$ cat config.mk
export PLATFORM = sky130hd
export DESIGN_NAME = led595_scan_ctrl
export DESIGN_NICKNAME = d
export VERILOG_FILES = /design/src/rtl/led595_scan_ctrl.sv
export SDC_FILE = /design/constraint.sdc
export NUM_CORES = 1
export LEC_CHECK = 0
export CELL_PAD_IN_SITES_DETAIL_PLACEMENT = 0
export CELL_PAD_IN_SITES_GLOBAL_PLACEMENT = 1
export CORE_MARGIN = 3
export CORE_UTILIZATION = 35
export CTS_CLUSTER_DIAMETER = 60
export DETAILED_ROUTE_END_ITERATION = 6
export PLACE_DENSITY = 0.62
export SETUP_SLACK_MARGIN = 0.4
export SKIP_CTS_REPAIR_TIMING = 1
export SLEW_MARGIN = 0
export SYNTH_ARGS = -nofsm -noshare
export SYNTH_HDL_FRONTEND = slang
export SYNTH_SLANG_ARGS = --single-unit
$ cat constraint.sdc
create_clock -name clk -period 3.2 [get_ports clk]
set_input_delay 0.96 -clock clk [delete_from_list [all_inputs] [get_ports clk]]
set_output_delay 0.96 -clock clk [all_outputs]
set_load 0.005 [all_outputs]
$ cat src/rtl/led595_scan_ctrl.sv
// led595_scan_ctrl
//   Scan scheduler for a multiplexed 7-segment display driven through two
//   chained 74hc595 shift registers. The first byte shifted out selects a digit
//   and the second byte carries its segments. Every refresh slot one 16-bit
//   {select, segment} word goes out MSB first and is latched, then the scan
//   moves on to the next digit.
//
// Ports
//   clk           system clock, rising edge
//   rst           synchronous active-high reset
//   disp_data     segment bytes, digit d at [8d+7:8d]
//   disp_load     single-cycle strobe; captures disp_data/blank_mask into the
//                 pending buffer. There is no back-pressure: a strobe is
//                 always accepted in the cycle it is high, in any state.
//   blank_mask    bit d forces digit d to the blank byte
//   led595_dout   595 serial data
//   led595_clk    595 shift clock (595 samples on its rising edge)
//   led595_latch  595 storage clock
//   busy          high while a word is being loaded, shifted or latched
//   frame_done    one-cycle pulse as the last digit's latch phase ends
//   dbg_state     current scan FSM state (IDLE=0, LOAD=1, SHIFT=2, LATCH=3)

module led595_scan_ctrl #(
  parameter int DIGITS      = 4,
  parameter int CLK_DIV     = 4,
  parameter int REFRESH_CNT = 50000,
  parameter int SEG_ACT_LOW = 1
) (
  input  logic                  clk,
  input  logic                  rst,
  input  logic [DIGITS*8-1:0]   disp_data,
  input  logic                  disp_load,
  input  logic [DIGITS-1:0]     blank_mask,
  output logic                  led595_dout,
  output logic                  led595_clk,
  output logic                  led595_latch,
  output logic                  busy,
  output logic                  frame_done,
  output logic [1:0]            dbg_state
);

  localparam int IDXW = (DIGITS > 1) ? $clog2(DIGITS) : 1;
  localparam int DIVW = (CLK_DIV > 1) ? $clog2(CLK_DIV) : 1;
  localparam int RCW  = $clog2(REFRESH_CNT);
  localparam logic [7:0] BLANK = (SEG_ACT_LOW != 0) ? 8'hFF : 8'h00;

  typedef enum logic [1:0] {
    S_IDLE  = 2'd0,
    S_LOAD  = 2'd1,
    S_SHIFT = 2'd2,
    S_LATCH = 2'd3
  } state_t;

  state_t               state, state_n;
  logic [RCW-1:0]       refresh_cnt;
  logic                 tick_pend;
  logic [IDXW-1:0]      idx;
  logic [DIGITS*8-1:0]  pend_data, act_data, src_data;
  logic [DIGITS-1:0]    pend_mask, act_mask, src_mask;
  logic [DIVW-1:0]      div_cnt;
  logic                 half_hi;
  logic [3:0]           bit_cnt;
  logic [15:0]          shift_sr;
  logic [15:0]          word;
  logic                 tick, div_last, idx_last, shift_done;

  assign dbg_state  = state;
  assign tick       = (refresh_cnt == RCW'(REFRESH_CNT - 1));
  assign div_last   = (div_cnt == DIVW'(CLK_DIV - 1));
  assign idx_last   = (idx == IDXW'(DIGITS - 1));
  assign shift_done = half_hi && div_last && (bit_cnt == 4'd15);

  // At the start of a frame the word must come from the buffer being copied
  // into active this very cycle, including a disp_load arriving right now.
  always_comb begin
    src_data = act_data;
    src_mask = act_mask;
    if (idx == '0) begin
      src_data = disp_load ? disp_data  : pend_data;
      src_mask = disp_load ? blank_mask : pend_mask;
    end
    word = {8'd1 << idx, src_mask[idx] ? BLANK : src_data[{idx, 3'b000} +: 8]};
  end

  always_comb begin
    state_n = state;
    case (state)
      S_IDLE:  if (tick || tick_pend) state_n = S_LOAD;
      S_LOAD:  state_n = S_SHIFT;
      S_SHIFT: if (shift_done) state_n = S_LATCH;
      S_LATCH: if (div_last) state_n = S_IDLE;
      default: state_n = S_IDLE;
    endcase
  end

  always_ff @(posedge clk) begin
    if (rst) state <= S_IDLE;
    else     state <= state_n;
  end

  always_ff @(posedge clk) begin
    if (rst) begin
      refresh_cnt  <= '0;
      tick_pend    <= 1'b0;
      idx          <= '0;
      pend_data    <= '0;
      pend_mask    <= '0;
      act_data     <= '0;
      act_mask     <= '0;
      div_cnt      <= '0;
      half_hi      <= 1'b0;
      bit_cnt      <= '0;
      shift_sr     <= '0;
      led595_dout  <= 1'b0;
      led595_clk   <= 1'b0;
      led595_latch <= 1'b0;
      busy         <= 1'b0;
      frame_done   <= 1'b0;
    end else begin
      refresh_cnt <= tick ? '0 : refresh_cnt + 1'b1;

      // One-deep tick memory: IDLE always consumes it, ticks seen while a
      // word is in flight collapse into a single pending request.
      if (state == S_IDLE)  tick_pend <= 1'b0;
      else if (tick)        tick_pend <= 1'b1;

      if (disp_load) begin
        pend_data <= disp_data;
        pend_mask <= blank_mask;
      end

      // Registered outputs are derived from the next state so they line up
      // with the state register cycle for cycle.
      busy         <= (state_n != S_IDLE);
      led595_latch <= (state_n == S_LATCH);
      frame_done   <= (state == S_LATCH) && div_last && idx_last;

      case (state)
        S_IDLE: begin
          div_cnt     <= '0;
          led595_clk  <= 1'b0;
          led595_dout <= 1'b0;
        end
        S_LOAD: begin
          if (idx == '0) begin
            act_data <= src_data;
            act_mask <= src_mask;
          end
          shift_sr    <= {word[14:0], 1'b0};
          led595_dout <= word[15];
          led595_clk  <= 1'b0;
          div_cnt     <= '0;
          half_hi     <= 1'b0;
          bit_cnt     <= '0;
        end
        S_SHIFT: begin
          if (div_last) begin
            div_cnt    <= '0;
            half_hi    <= ~half_hi;
            led595_clk <= ~half_hi;
            // End of a high half: next bit appears together with the falling
            // shift clock, so dout is stable across every rising edge.
            if (half_hi) begin
              bit_cnt     <= bit_cnt + 1'b1;
              shift_sr    <= {shift_sr[14:0], 1'b0};
              led595_dout <= shift_done ? 1'b0 : shift_sr[15];
            end
          end else begin
            div_cnt <= div_cnt + 1'b1;
          end
        end
        S_LATCH: begin
          led595_clk  <= 1'b0;
          led595_dout <= 1'b0;
          if (div_last) begin
            div_cnt <= '0;
            idx     <= idx_last ? '0 : idx + 1'b1;
          end else begin
            div_cnt <= div_cnt + 1'b1;
          end
        end
        default: ;
      endcase
    end
  end

endmodule

**Yosys cells after proc, flatten, opt, wreduce, memory -nomap -nowiden**

Index checks and enable logic that the tools add are counted.

- Logic and storage cells: 82
- Bits in registers: 121
- Output and inout port bits: 7

- Shift-type cells: 2
- Magnitude comparators: 1
- Equality and inequality tests: 10
- Reduce and logical (&&, ||, !) cells: 20
- Muxes and demuxes: 27
- Bitwise operators: 1
- $add $sub $neg: 4

Operators by type and width:

| cell | count |
|---|---|
| 32-bit two-way mux | 2 |
| 16-bit two-way mux | 2 |
| 16-bit case mux with 2 select lines | 1 |
| 32-bit by 6-bit indexed part select with 8-bit output | 1 |
| 16-bit by 1-bit adder with 16-bit output (second input constant) | 1 |
| 16-bit equality test (second input constant) | 1 |
| 4-bit two-way mux | 4 |
| 2-bit equality test (second input constant) | 5 |
| 2-bit two-way mux | 5 |
| 2-bit OR reduction | 5 |
| 8-bit two-way mux | 1 |
| 2-bit case mux with 4 select lines | 1 |
| 4-bit case mux with 2 select lines | 1 |
| 2-bit AND reduction | 4 |
| 1-bit by 2-bit left shift with 8-bit output (first input constant) | 1 |
| 1-bit two-way mux | 5 |
| 2-bit by 1-bit adder with 2-bit output (second input constant) | 2 |
| 4-bit by 1-bit adder with 4-bit output (second input constant) | 1 |
| 4-bit equality test (second input constant) | 1 |
| 1-bit logical AND | 4 |
| 2-bit logical NOT | 2 |
| 2-bit inequality test (second input constant) | 2 |
| 1-bit case mux with 2 select lines | 2 |
| 2-bit case mux with 2 select lines | 1 |
| 9 further kinds | 10 |

**Logic depth before layout (Yosys ltp)**

- Word-level depth: 7
- Gate-level depth with buffers: 11
- Gate-level depth less buffers: 7

**Worst setup path after synthesis**

Ideal clock, no wire load.

- Path type: register to register
- From: register idx[1]
- To: register act_data[1]
- Arrival time: 2.484 ns
- Required time: 3.084 ns
- Cell stages (with the launch flop): 11
- Setup slack: 0.599 ns
- Period minus slack after synthesis: 2.601 ns
- Cell sequence: dfxtp_1 -> clkbuf_1 -> inv_1 -> clkbuf_1 -> ha_1 -> clkbuf_1 -> clkbuf_1 -> clkbuf_1 -> nand2_1 -> clkbuf_1 -> a31o_2

- Cells in the longest elaborated chain, start to end: 2

Ends and longest elaborated chain:

| what | RTL line | source |
|---|---|---|
| start, declared | 57 | `logic [IDXW-1:0] idx;` |
| start signal, assigned | 177 | `idx <= idx_last ? '0 : idx + 1'b1;` |
| 2-bit logical NOT * | 78, 145 |  |
| 32-bit two-way mux or 2-bit AND reduction (tied branches) | - |  |
| end signal, assigned | 146 | `act_data <= src_data;` |
| end, declared | 58 | `logic [DIGITS*8-1:0] pend_data, act_data, src_data;` |

Every way passes the cells marked *; elsewhere a longest branch is shown, timed or not.
A chain may end at the register's enable or synchronous reset.

**Final worst setup path**

- From: input blank_mask[1]
- To: register shift_sr[5]

- Cells in the longest elaborated chain, start to end: 6

Ends and longest elaborated chain:

| what | RTL line | source |
|---|---|---|
| start, declared | 33 | `input logic [DIGITS-1:0] blank_mask,` |
| 4-bit two-way mux | 80 | `src_mask = disp_load ? blank_mask : pend_mask;` |
| 4-bit two-way mux | 78 | `if (idx == '0) begin` |
| 1-bit binary-select mux with 2-bit select | 82 | `word = {8'd1 << idx, src_mask[idx] ? BLANK : src_data[{idx, 3'b000} +: 8]};` |
| 1-bit two-way mux (implied by the code) | 82 |  |
| 8-bit two-way mux | 82 |  |
| 16-bit case mux with 2 select lines | 138 | `case (state)` |
| end signal, assigned | 149 | `shift_sr <= {word[14:0], 1'b0};` |
| end signal, assigned | 165 | `shift_sr <= {shift_sr[14:0], 1'b0};` |
| end, declared | 63 | `logic [15:0] shift_sr;` |

Every way passes these cells. The select of a mux whose other input is x is not followed.

==> flow_summary.json <==
{
  "syn-cell-area_mm2": 0.00523,
  "vias_per_cell": 5.25,
  "syn2layout_area_growth_pct": 23.7,
  "io-pin-count": 46,
  "wire_per_inst_um": 15.4,
  "grt_usage_pct": 16.2,
  "htree_levels": 4,
  "core_area_mm2": 0.0146,
  "status": "finished clean",
  "syn_avg_cell_area_um2": 8.87,
  "drc": 0,
  "syn_inst": 590,
  "grt_max_degree": 93,
  "ys_ff_latch": 120,
  "die-area_mm2": 0.0164,
  "ys_types": 39,
  "crit_type": "input port to register",
  "worstSetupEndpointType": "register",
  "drt-initial-drc-count": 225,
  "routed_wl_mm": 12.7,
  "hpwlAfterDp_mm": 8.07,
  "relSlewSlack_pct": 66.2,
  "place_congestion": 0.752,
  "min_period_ps": 2650,
  "synth_area_leaders": "dfxtp_1 46%, nor2_1 7.7%, mux2i_1 7.1%",
  "maxCapViolCount": 0,
  "cts_made_buffers": 17,
  "grt_antenna_before_repair": 0,
  "rsz0062_at_grt": "false",
  "tritoncts": "done",
  "tightestPinTransition_ps": 507,
  "fmax_mhz": 378,
  "nFillCells": 1435,
  "die_x_um": 128,
  "powerDensity_mw_per_mm2": 538,
  "ant_nets": 0,
  "syn-num-nets": 636,
  "vias": 4338,
  "clock-skew-final_ps": 5.80,
  "clock_sinks": 120,
  "diodes": 0,
  "grt_pass1_vias": 4082,
  "cts_max_path_buffers": 2,
  "post-route-period-util_pct": 82.8,
  "ir_drop_uv": 345,
  "finalHoldViolations": 0,
  "yosysWarnings": 0,
  "cts_root_buffer": "clkbuf_16",
  "die_h_um": 128,
  "place_ws_ps": 186,
  "power.leakage_nw": 2.51,
  "hold_class": "register to register",
  "finalNonFillerCells": 827,
  "synth_top_area_share_pct": 45.9,
  "nNetsFinal": 676,
  "num_rows": 44,
  "setup_viol": 0,
  "seq_area_frac_synth_pct": 45.9,
  "fin_tns_setup_ps": 0,
  "grt-ovfl-total": 0,
  "crit_fanout": 7,
  "dp_cells": 795,
  "arrival_ps": 2940,
  "layout-drive-gt1-share_pct": 15.6,
  "drv_slew": 0,
  "drt_pass1_iterations": 4,
  "fin_ws_ps": 552,
  "critPathLaunchType": "input port",
  "start_util_pct": 35.9,
  "clock_latency_ps": 410,
  "worst_ep_required_time_ps": 3490,
  "synth_top_area_cell": "dfxtp_1",
  "clkSlewWorstSetupHoldPaths_ps": 50,
  "grt_pass1_wl_mm": 21.1,
  "port_buffers": 45
}
## path summary, 6_finish.rpt
check / start / end / slack [ps] / depth (start not counted)
hold / removal: div_cnt[0] / div_cnt[0] / 430 / 1
hold reg to reg: div_cnt[0] / div_cnt[0] / 430 / 1
setup / recovery: blank_mask[1] / shift_sr[5] / 550 / 6
setup reg to reg: idx[1] / shift_sr[2] / 880 / 8
## final cells by class
class,count,area (um^2),area share (%)
clock buffers,30,524,8.10
clock inverters,2,10.0,0.155
inverters,8,30.0,0.464
multi-input cells,413,2610,40.3
flip-flops and latches,120,2400,37.1
well taps,184,230,3.56
repair buffers,70,666,10.3
## synthesized netlist by cell type
| master | number |
|---|---|
| and3_1 | 4 |
| nor3b_1 | 1 |
| o211ai_1 | 2 |
| nand4_1 | 4 |
| a32o_1 | 8 |
| buf_2 | 4 |
| mux2i_1 | 37 |
| a31o_2 | 30 |
| or3_1 | 2 |
| or4b_1 | 1 |
| o21ai_0 | 18 |
| clkinv_1 | 1 |
| a22oi_1 | 5 |
| dfxtp_1 | 120 |
| a211oi_1 | 33 |
| buf_6 | 1 |
| nor4_1 | 1 |
| ha_1 | 7 |
| nand3_1 | 11 |
| clkbuf_1 | 41 |
| mux2_1 | 1 |
| and2_1 | 3 |
| xor2_1 | 7 |
| buf_1 | 3 |
| or2_2 | 8 |
| nor3_1 | 53 |
| a2111oi_2 | 1 |
| nor2_1 | 108 |
| a21oi_1 | 17 |
| a22o_1 | 7 |
| mux2_2 | 5 |
| nand2_1 | 26 |
| o311ai_0 | 1 |
| o22ai_2 | 1 |
| inv_1 | 7 |
| mux4_2 | 2 |
| a2111oi_0 | 1 |
| xnor2_1 | 7 |
| nand2b_1 | 1 |
## worst max-delay path, cell delays in order
cell and delay [ps]:
clkdlybuf4s50_1 420, mux2_2 280, mux4_2 520, o22ai_2 330
o21ai_0 160, a32o_1 270
## sequential cells by signal, indices dropped and copies added (netlist names), 4 cells and up
signal and count:
act_data 32, pend_data 32, refresh_cnt 16, shift_sr 15, act_mask 4, bit_cnt 4
pend_mask 4
## power breakdown
part,internal (W),total (W),switching [W]
sequential,0.00153,0.00154,0.00000982
clock,0.00109,0.00172,0.000630
combinational,0.000108,0.000223,0.000115
total,0.00272,0.00348,0.000755
## layout by cell type, fill, tap and decap left out, drive strengths merged, types with 2 or more instances in the layout
cell type      count
and3               4
a22oi              5
xnor2              7
or3                2
nor2             108
a211oi            33
clkinv             3
nand4              4
ha                 7
o211ai             2
a2111oi            2
o21ai             18
inv                7
buf               27
mux2i             37
a32o               8
nor3              53
nand3             11
a21oi             17
mux4               2
and2               3
clkdlybuf4s50     43
clkbuf            30
dfxtp            120
or2                8
xor2               7
a22o               7
mux2               6
a31o              30
nand2             26
## per-stage QoR
step / hold slack (ps) / instance area, um^2 / util, % / total power (W)
2_1_floorplan: 408 / 5230 / - / 0.00169
3_3_place_gp: 416 / 5940 / 40.7 / 0.00179
3_5_place_dp: 428 / 5940 / 40.7 / 0.00179
4_1_cts: 436 / 6470 / 44.3 / 0.00352
5_1_grt: 454 / 6470 / 44.3 / 0.00362
6_report: 428 / 6470 / 44.3 / 0.00348
## metal layers
layer,global-route usage (%),wire length (um)
met1,22.8,6570
met2,23.8,5600
met3,3.67,362
met4,6.43,186
met5,0,0
## cells by family after synthesis
logic type,share of synthesized area (%)
AND/OR/NAND/NOR,18.8
AO/OA/AOI/OAI,17.7
flip-flops,45.9
buffers and inverters,4.33
multiplexers,9.23
XOR/XNOR,2.34
adder cells (fa/ha/maj),1.67
Power figures use the tool's default switching activity.
